**src/rtl/pipe_stage.sv**
```systemverilog
`default_nettype none
// ============================================================================
// Module      : pipe_stage
// Description : Reusable pipeline stage register with valid/ready handshake,
//               flush-to-bubble, an optional two-entry skid buffer and a
//               saturating stall counter.
//
//   Parameters
//     DATA_W  payload width in bits
//     RST_VAL bubble/NOP payload loaded on reset and on flush
//     SKID    1: two-entry skid buffer, registered in_ready_o
//             0: single register, combinational in_ready_o
//     CNT_W   stall counter width
//
//   Ports
//     clk          rising-edge clock
//     rst          asynchronous active-low reset
//     flush_i      synchronous kill: empty the stage, load the bubble
//     in_valid_i   upstream payload valid
//     in_ready_o   stage can accept
//     in_data_i    upstream payload
//     out_valid_o  payload valid to downstream
//     out_ready_i  downstream accepts
//     out_data_o   payload to downstream
//     cnt_clr_i    synchronous clear of the stall counter
//     stall_cnt_o  cycles stalled by downstream, saturating
//
// Revision    : 1.0 - initial release
// ============================================================================
module pipe_stage #(
    parameter int                DATA_W  = 32,
    parameter logic [DATA_W-1:0] RST_VAL = '0,
    parameter bit                SKID    = 1'b1,
    parameter int                CNT_W   = 16
) (
    input  logic              clk,
    input  logic              rst,
    input  logic              flush_i,
    input  logic              in_valid_i,
    output logic              in_ready_o,
    input  logic [DATA_W-1:0] in_data_i,
    output logic              out_valid_o,
    input  logic              out_ready_i,
    output logic [DATA_W-1:0] out_data_o,
    input  logic              cnt_clr_i,
    output logic [CNT_W-1:0]  stall_cnt_o
);

    localparam logic [CNT_W-1:0] c_cnt_one = CNT_W'(1);
    localparam logic [CNT_W-1:0] c_cnt_max = '1;

    logic              w_in_ready;
    logic              w_out_valid;
    logic              w_in_xfer;
    logic              w_out_xfer;
    logic [DATA_W-1:0] r_main;
    logic [CNT_W-1:0]  r_stall_cnt;

    assign w_in_xfer  = in_valid_i & w_in_ready;
    assign w_out_xfer = w_out_valid & out_ready_i;

    generate
        if (SKID) begin : g_skid
            localparam logic [1:0] c_st_empty     = 2'd0;
            localparam logic [1:0] c_st_full      = 2'd1;
            localparam logic [1:0] c_st_skid_full = 2'd2;

            logic [1:0]        r_state;
            logic [1:0]        w_state_nxt;
            logic              r_in_ready;
            logic [DATA_W-1:0] r_skid;
            logic              w_load_main_in;
            logic              w_load_main_skid;
            logic              w_load_skid;

            always_comb begin
                w_state_nxt      = r_state;
                w_load_main_in   = 1'b0;
                w_load_main_skid = 1'b0;
                w_load_skid      = 1'b0;
                case (r_state)
                    c_st_empty: begin
                        if (w_in_xfer) begin
                            w_load_main_in = 1'b1;
                            w_state_nxt    = c_st_full;
                        end
                    end
                    c_st_full: begin
                        if (w_out_xfer && w_in_xfer) begin
                            w_load_main_in = 1'b1;
                        end else if (w_out_xfer) begin
                            w_state_nxt = c_st_empty;
                        end else if (w_in_xfer) begin
                            // Downstream stalled while one payload was in
                            // flight: park it behind main.
                            w_load_skid = 1'b1;
                            w_state_nxt = c_st_skid_full;
                        end
                    end
                    c_st_skid_full: begin
                        if (w_out_xfer) begin
                            w_load_main_skid = 1'b1;
                            w_state_nxt      = c_st_full;
                        end
                    end
                    default: w_state_nxt = c_st_empty;
                endcase
                if (flush_i) begin
                    w_state_nxt      = c_st_empty;
                    w_load_main_in   = 1'b0;
                    w_load_main_skid = 1'b0;
                    w_load_skid      = 1'b0;
                end
            end

            // in_ready is derived from the next state so it is a pure flop
            // output with no path from out_ready_i.
            always_ff @(posedge clk or negedge rst) begin
                if (!rst) begin
                    r_state    <= c_st_empty;
                    r_in_ready <= 1'b1;
                end else begin
                    r_state    <= w_state_nxt;
                    r_in_ready <= (w_state_nxt != c_st_skid_full);
                end
            end

            always_ff @(posedge clk or negedge rst) begin
                if (!rst) begin
                    r_main <= RST_VAL;
                    r_skid <= RST_VAL;
                end else begin
                    if (flush_i) begin
                        r_main <= RST_VAL;
                    end else if (w_load_main_in) begin
                        r_main <= in_data_i;
                    end else if (w_load_main_skid) begin
                        r_main <= r_skid;
                    end
                    if (w_load_skid) begin
                        r_skid <= in_data_i;
                    end
                end
            end

            assign w_out_valid = (r_state != c_st_empty);
            assign w_in_ready  = r_in_ready;
        end else begin : g_no_skid
            logic r_valid;

            always_ff @(posedge clk or negedge rst) begin
                if (!rst) begin
                    r_valid <= 1'b0;
                    r_main  <= RST_VAL;
                end else if (flush_i) begin
                    r_valid <= 1'b0;
                    r_main  <= RST_VAL;
                end else if (w_in_xfer) begin
                    r_valid <= 1'b1;
                    r_main  <= in_data_i;
                end else if (w_out_xfer) begin
                    r_valid <= 1'b0;
                end
            end

            assign w_out_valid = r_valid;
            assign w_in_ready  = ~r_valid | out_ready_i;
        end
    endgenerate

    // Clear wins over increment; flush leaves the count alone.
    always_ff @(posedge clk or negedge rst) begin
        if (!rst) begin
            r_stall_cnt <= '0;
        end else if (cnt_clr_i) begin
            r_stall_cnt <= '0;
        end else if (w_out_valid && !out_ready_i && (r_stall_cnt != c_cnt_max)) begin
            r_stall_cnt <= r_stall_cnt + c_cnt_one;
        end
    end

    assign in_ready_o  = w_in_ready;
    assign out_valid_o = w_out_valid;
    assign out_data_o  = r_main;
    assign stall_cnt_o = r_stall_cnt;

endmodule
`default_nettype wire

```
**config.mk**
```make
export PLATFORM = sky130hd
export DESIGN_NAME = pipe_stage
export DESIGN_NICKNAME = d
export VERILOG_FILES = /design/src/rtl/pipe_stage.sv
export SDC_FILE = /design/constraint.sdc
export NUM_CORES = 1
export LEC_CHECK = 0
export BUFFER_PORTS_ARGS = -buffer_cell sky130_fd_sc_hd__buf_4
export CORE_ASPECT_RATIO = 0.6
export CORE_MARGIN = 3
export CORE_UTILIZATION = 45
export DETAILED_ROUTE_END_ITERATION = 8
export PLACE_DENSITY_LB_ADDON = 0.1
export SETUP_SLACK_MARGIN = 0.5
export SLEW_MARGIN = 20
export SYNTH_ARGS = -nofsm -noshare
export SYNTH_HDL_FRONTEND = slang
export SYNTH_SLANG_ARGS = --single-unit
export TNS_END_PERCENT = 50
```
**constraint.sdc**
```tcl
create_clock -name clk -period 2.2 [get_ports clk]
set_clock_uncertainty 0.2 [all_clocks]
set_input_delay 0.22 -clock clk [delete_from_list [all_inputs] [get_ports clk]]
set_output_delay 0.22 -clock clk [all_outputs]
set_load 0.01 [all_outputs]
```
* Yosys cells after proc, flatten, opt, wreduce, memory -nomap -nowiden
Cells that the tools add are included.
** Word-level totals
- Bits in registers :: 83
- Word-level logic and storage cells :: 43
- Input bits :: 38
- Output and inout port bits :: 50
** Cells by class
- Equal/unequal tests :: 4
- Reduce and logical (&&, ||, !) cells :: 8
- $add $sub $neg :: 1
- Bitwise logic cells :: 2
- Multiplexer cells :: 23
** Operators with widths (count)
- two-way mux 32 bit :: 3
- two-way mux 16 bit :: 2
- adder 16 x 1 -> 16 bit (second input constant) :: 1
- != test 16 bit (second input constant) :: 1
- two-way mux 2 bit :: 6
- two-way mux 1 bit :: 10
- one-hot mux 2 bit (3 select lines) :: 1
- nonzero test 2 bit :: 2
- logical AND 1 bit :: 3
- nonzero test 3 bit :: 1
- bitwise AND 1 bit :: 2
- equality test 2 x 1 -> 1 bit (second input constant) :: 1
- equality test 2 bit (second input constant) :: 1
- logical NOT 2 bit :: 1
- != test 2 bit (second input constant) :: 1
- one-hot mux 1 bit (2 select lines) :: 1
- logical NOT 1 bit :: 1

* Longest topological paths before layout
- Word-level depth :: 8
- Gate-level depth with buffers :: 7
- Gate-level depth less buffers :: 5

* Worst setup path after synthesis
Ideal clock, no wire load.
- Kind :: flip-flop to flip-flop
- Start point :: reg r_stall_cnt[0], in the netlist stall_cnt_o[0]
- End point :: reg r_stall_cnt[9], in the netlist stall_cnt_o[9]
- Period minus slack after synthesis :: 1.976 ns
- Data arrival time :: 1.648 ns
- Buffers on the path :: 2
- Setup slack :: 0.224 ns
- Cell stages (with the launch flop) :: 7
- Required time :: 1.872 ns
- Library setup time :: 0.128 ns
- Path through :: dfrtp_1 -> ha_1 -> buf_4 -> and4_1 -> buf_4 -> a211oi_1 -> mux2_1
** On the way
- Cells in the longest elaborated chain, start to end :: 3
** RTL lines
- start, declared :: line 57 : logic [CNT_W-1:0] r_stall_cnt;
- start signal, assigned :: line 178 : r_stall_cnt <= r_stall_cnt + c_cnt_one;
- adder 16 x 1 -> 16 bit / != test 16 bit (equally long branches) :: line 178, 177
- two-way mux 16 bit / logical AND 1 bit (equally long branches) :: line 177 : end else if (w_out_valid && !out_ready_i && (r_stall_cnt != c_cnt_max)) begin
- two-way mux 16 bit / nonzero test 2 bit (equally long branches)
Several ways; a longest one is shown, not always the timed one. The select of a mux whose other input is x is not followed.
A chain may end at the register's enable or synchronous reset.

* Worst setup path after layout
- Start point :: reg r_stall_cnt[1], in the netlist stall_cnt_o[1]
- End point :: reg r_stall_cnt[12], in the netlist stall_cnt_o[12]
The elaborated chain is that of the path after synthesis.

==> flow_metrics.tcl <==
set metrics [dict create \
    gp_congestion 0.831 \
    max_freq_mhz 520 \
    ys_seq_elements 83 \
    cap_viol_max_count 0 \
    dieArea_um2 9570 \
    relSlewSlack 0.602 \
    seq_area_um2 2090 \
    synth_common_cells "82 x dfrtp_1, 43 x nand2_1, 33 x mux2_2, 33 x o21ai_0, 32 x a2bb2oi_1" \
    required_ns 2.20 \
    synth_edf_count 0 \
    utilization 0.770 \
    worst-slew-pin-transition_ns 0.597 \
    synth_ff_type "dfrtp_1" \
    clock_latency_ns 0.34 \
    cts_tree "built" \
    ios 88 \
    critPathKind "reg -> reg" \
    htree_num_levels 3 \
    path_max_fanout 6 \
    synth_top_cells_by_area "dfrtp_1 54%, mux2_2 9.8%, a2bb2oi_1 7.4%, o21ai_0 4.4%, nand2_1 4.3%" \
    syn_area_per_cell_um2 11.4 \
    fin_tns_setup_ns 0 \
    multiInputGateArea_um2 2100 \
    arrival_ns 1.93 \
    synth_top_area_frac 0.543 \
    fp-row-count 25 \
    grt_max_degree 45 \
    fin_crit_ns 1.92 \
    fillers 527 \
    track_usage 0.220 \
    finalCritPeriodShare 0.875 \
    vias_per_cell 5.51 \
    cp_num_buf_inv 0 \
    finalSetupViolCount 0 \
    die_w_um 124 \
    synth_cell_types 41 \
    dpl-instance-area_um2 4620 \
    clkSlewWorstSetupHoldPaths_ns 0.06 \
    grt_pass1_wl_mm 16.9 \
    place_inst 522 \
    synth_top_cell_by_area "dfrtp_1" \
    rsz0062_at_grt "true" \
    clock-sinks 83 \
    synthArstFlopShare 1.00 \
    via_count 3357 \
    status "complete, no violations" \
    ir_worst_vdd_mv 0.428 \
    wl_mm 11.6 \
    fin_area_um2 6170 \
    drc 0 \
    overflow 0 \
    slowest_delay_ns 0.41 \
    antenna_found_initial 0 \
    wl_per_cell_um 19.1 \
    dpl.hpwl_mm 6.35 \
    netlist_instances 333 \
    leakagePower_nw 2.86 \
    final_nets 535 \
    synth_nets 372 \
    yosysMostFrequentCell "dfrtp_1" \
    p_total_mw 4.44 \
    grt_pass1_vias 3245 \
    cts_made_buffers 9 \
    postRouteAntennaNets 0 \
    synth_seq_area_share 0.550 \
    mappedNetlistArea_um2 3780 \
    drt_iter0_markers 228 \
    cts-root-buf "clkbuf_16" \
    power.density_nw_per_um2 719 \
    start_util 0.472 \
    area_delta_synth_final_pct 63.2 \
    diodes 0 \
    clockBufferDepth 2 \
    drive_above_1_share 0.565 \
    finalMaxSlewViolations 0 \
    cp-start-kind "flip-flop" \
    fin_cells 609 \
    crit_path_end_kind "flip-flop" \
    hold_viol_final 0 \
    slowest_stage "o311ai_1" \
    io_buffers 87 \
    hold_class "in -> reg" \
    cpLargestDelayFamily "compound AO/OA/AOI/OAI gates" \
    yosysWarnings 0 \
    die_h_um 77.0 \
    first_pass_iters 5 \
    cp_cell_sequence "ha_2 -> and4_4 -> nand4_4 -> o311ai_1 -> o41ai_2" \
    coreArea_um2 8010 \
]
kinds of logic after synthesis:
group           share of synthesized area
simple gates                        0.124
compound gates                      0.170
flops                               0.550
mux                                 0.124
buf+inv                            0.0281
fa+ha+maj                         0.00331
sequential cells by signal, summed over array words and instances, names as in the netlist:
register        flops
in_ready_o          1
g_skid.r_skid      32
out_data_o         32
stall_cnt_o        16
g_skid.r_state      2
layout make-up:
cell class                      count  area share
Clock buffer                       12      0.0416
Tap cell                          108      0.0219
Timing Repair Buffer              172       0.243
Multi-Input combinational cell    226       0.341
Sequential cell                    83       0.338
Inverter                            4     0.00243
Clock inverter                      4      0.0118
report_power, final:
group	switching, mW	total [mW]	internal [mW]
sequential	0.142	1.92	1.78
combinational	0.354	0.857	0.503
clock	0.604	1.66	1.05
total	1.10	4.44	3.34
repair_timing:
item                                   4_1_cts  5_1_grt
pin swaps                                    4       67
setup endpoints to repair                   77       80
endpoints found under the hold margin      107        0
cloned                                       1        4
gates resized for setup                     26      122
hold buffers                                36        0
buffers inserted                            15       15
stage by stage:
step,hold WS [ns],setup slack (ns)
after floorplan,-0.276,0.254
after global placement,0.0623,0.257
after detailed placement,0.0649,0.219
after CTS,0.0248,0.380
after global routing,0.0660,0.188
final,0.0458,0.275
metal layers:
layer,GRT usage,vias to the layer above,part of all wire
li1,-,1544,-
met1,0.317,1696,0.47
met2,0.324,106,0.47
met3,0.0752,11,0.054
met4,0.0460,0,0.0078
met5,0,-,0
path summary, 6_finish.rpt:
check	cells past startpoint	slack [ns]	startpoint	end
max in group asynchronous	3	0.85	rst	in_ready_o
max	5	0.28	stall_cnt_o[1]	stall_cnt_o[12]
min	2	0.05	cnt_clr_i	stall_cnt_o[10]
min in group asynchronous	2	0.23	rst	stall_cnt_o[0]
max reg2reg	5	0.28	stall_cnt_o[1]	stall_cnt_o[12]
min reg2reg	1	0.30	g_skid.r_skid[15]	g_skid.r_skid[15]
cell usage in the layout (no fill, tap or decap), drive strengths merged, types with 2 or more instances in the layout:
master and count:
o41ai 3, dfrtp 82, nor2 11, a21oi 10
clkbuf 13, inv 4, nand3 6, nand4 3
mux2i 2, nand2b 2, or3 3, o21ai 33
and3 3, o311ai 3, nor4 2, a211oi 4
dlygate4sd3 36, bufinv 2, o31ai 2, and2 2
nor3 2, nand2 44, o21ba 2, buf 135
a2bb2oi 32, mux2 40, nor2b 9
worst register-to-register path, stage by stage, from the launching register on:
cell	delay, ns
dfrtp_1	0.40
ha_2	0.21
and4_4	0.29
nand4_4	0.14
o311ai_1	0.41
o41ai_2	0.15
Power figures use the tool's default switching activity.
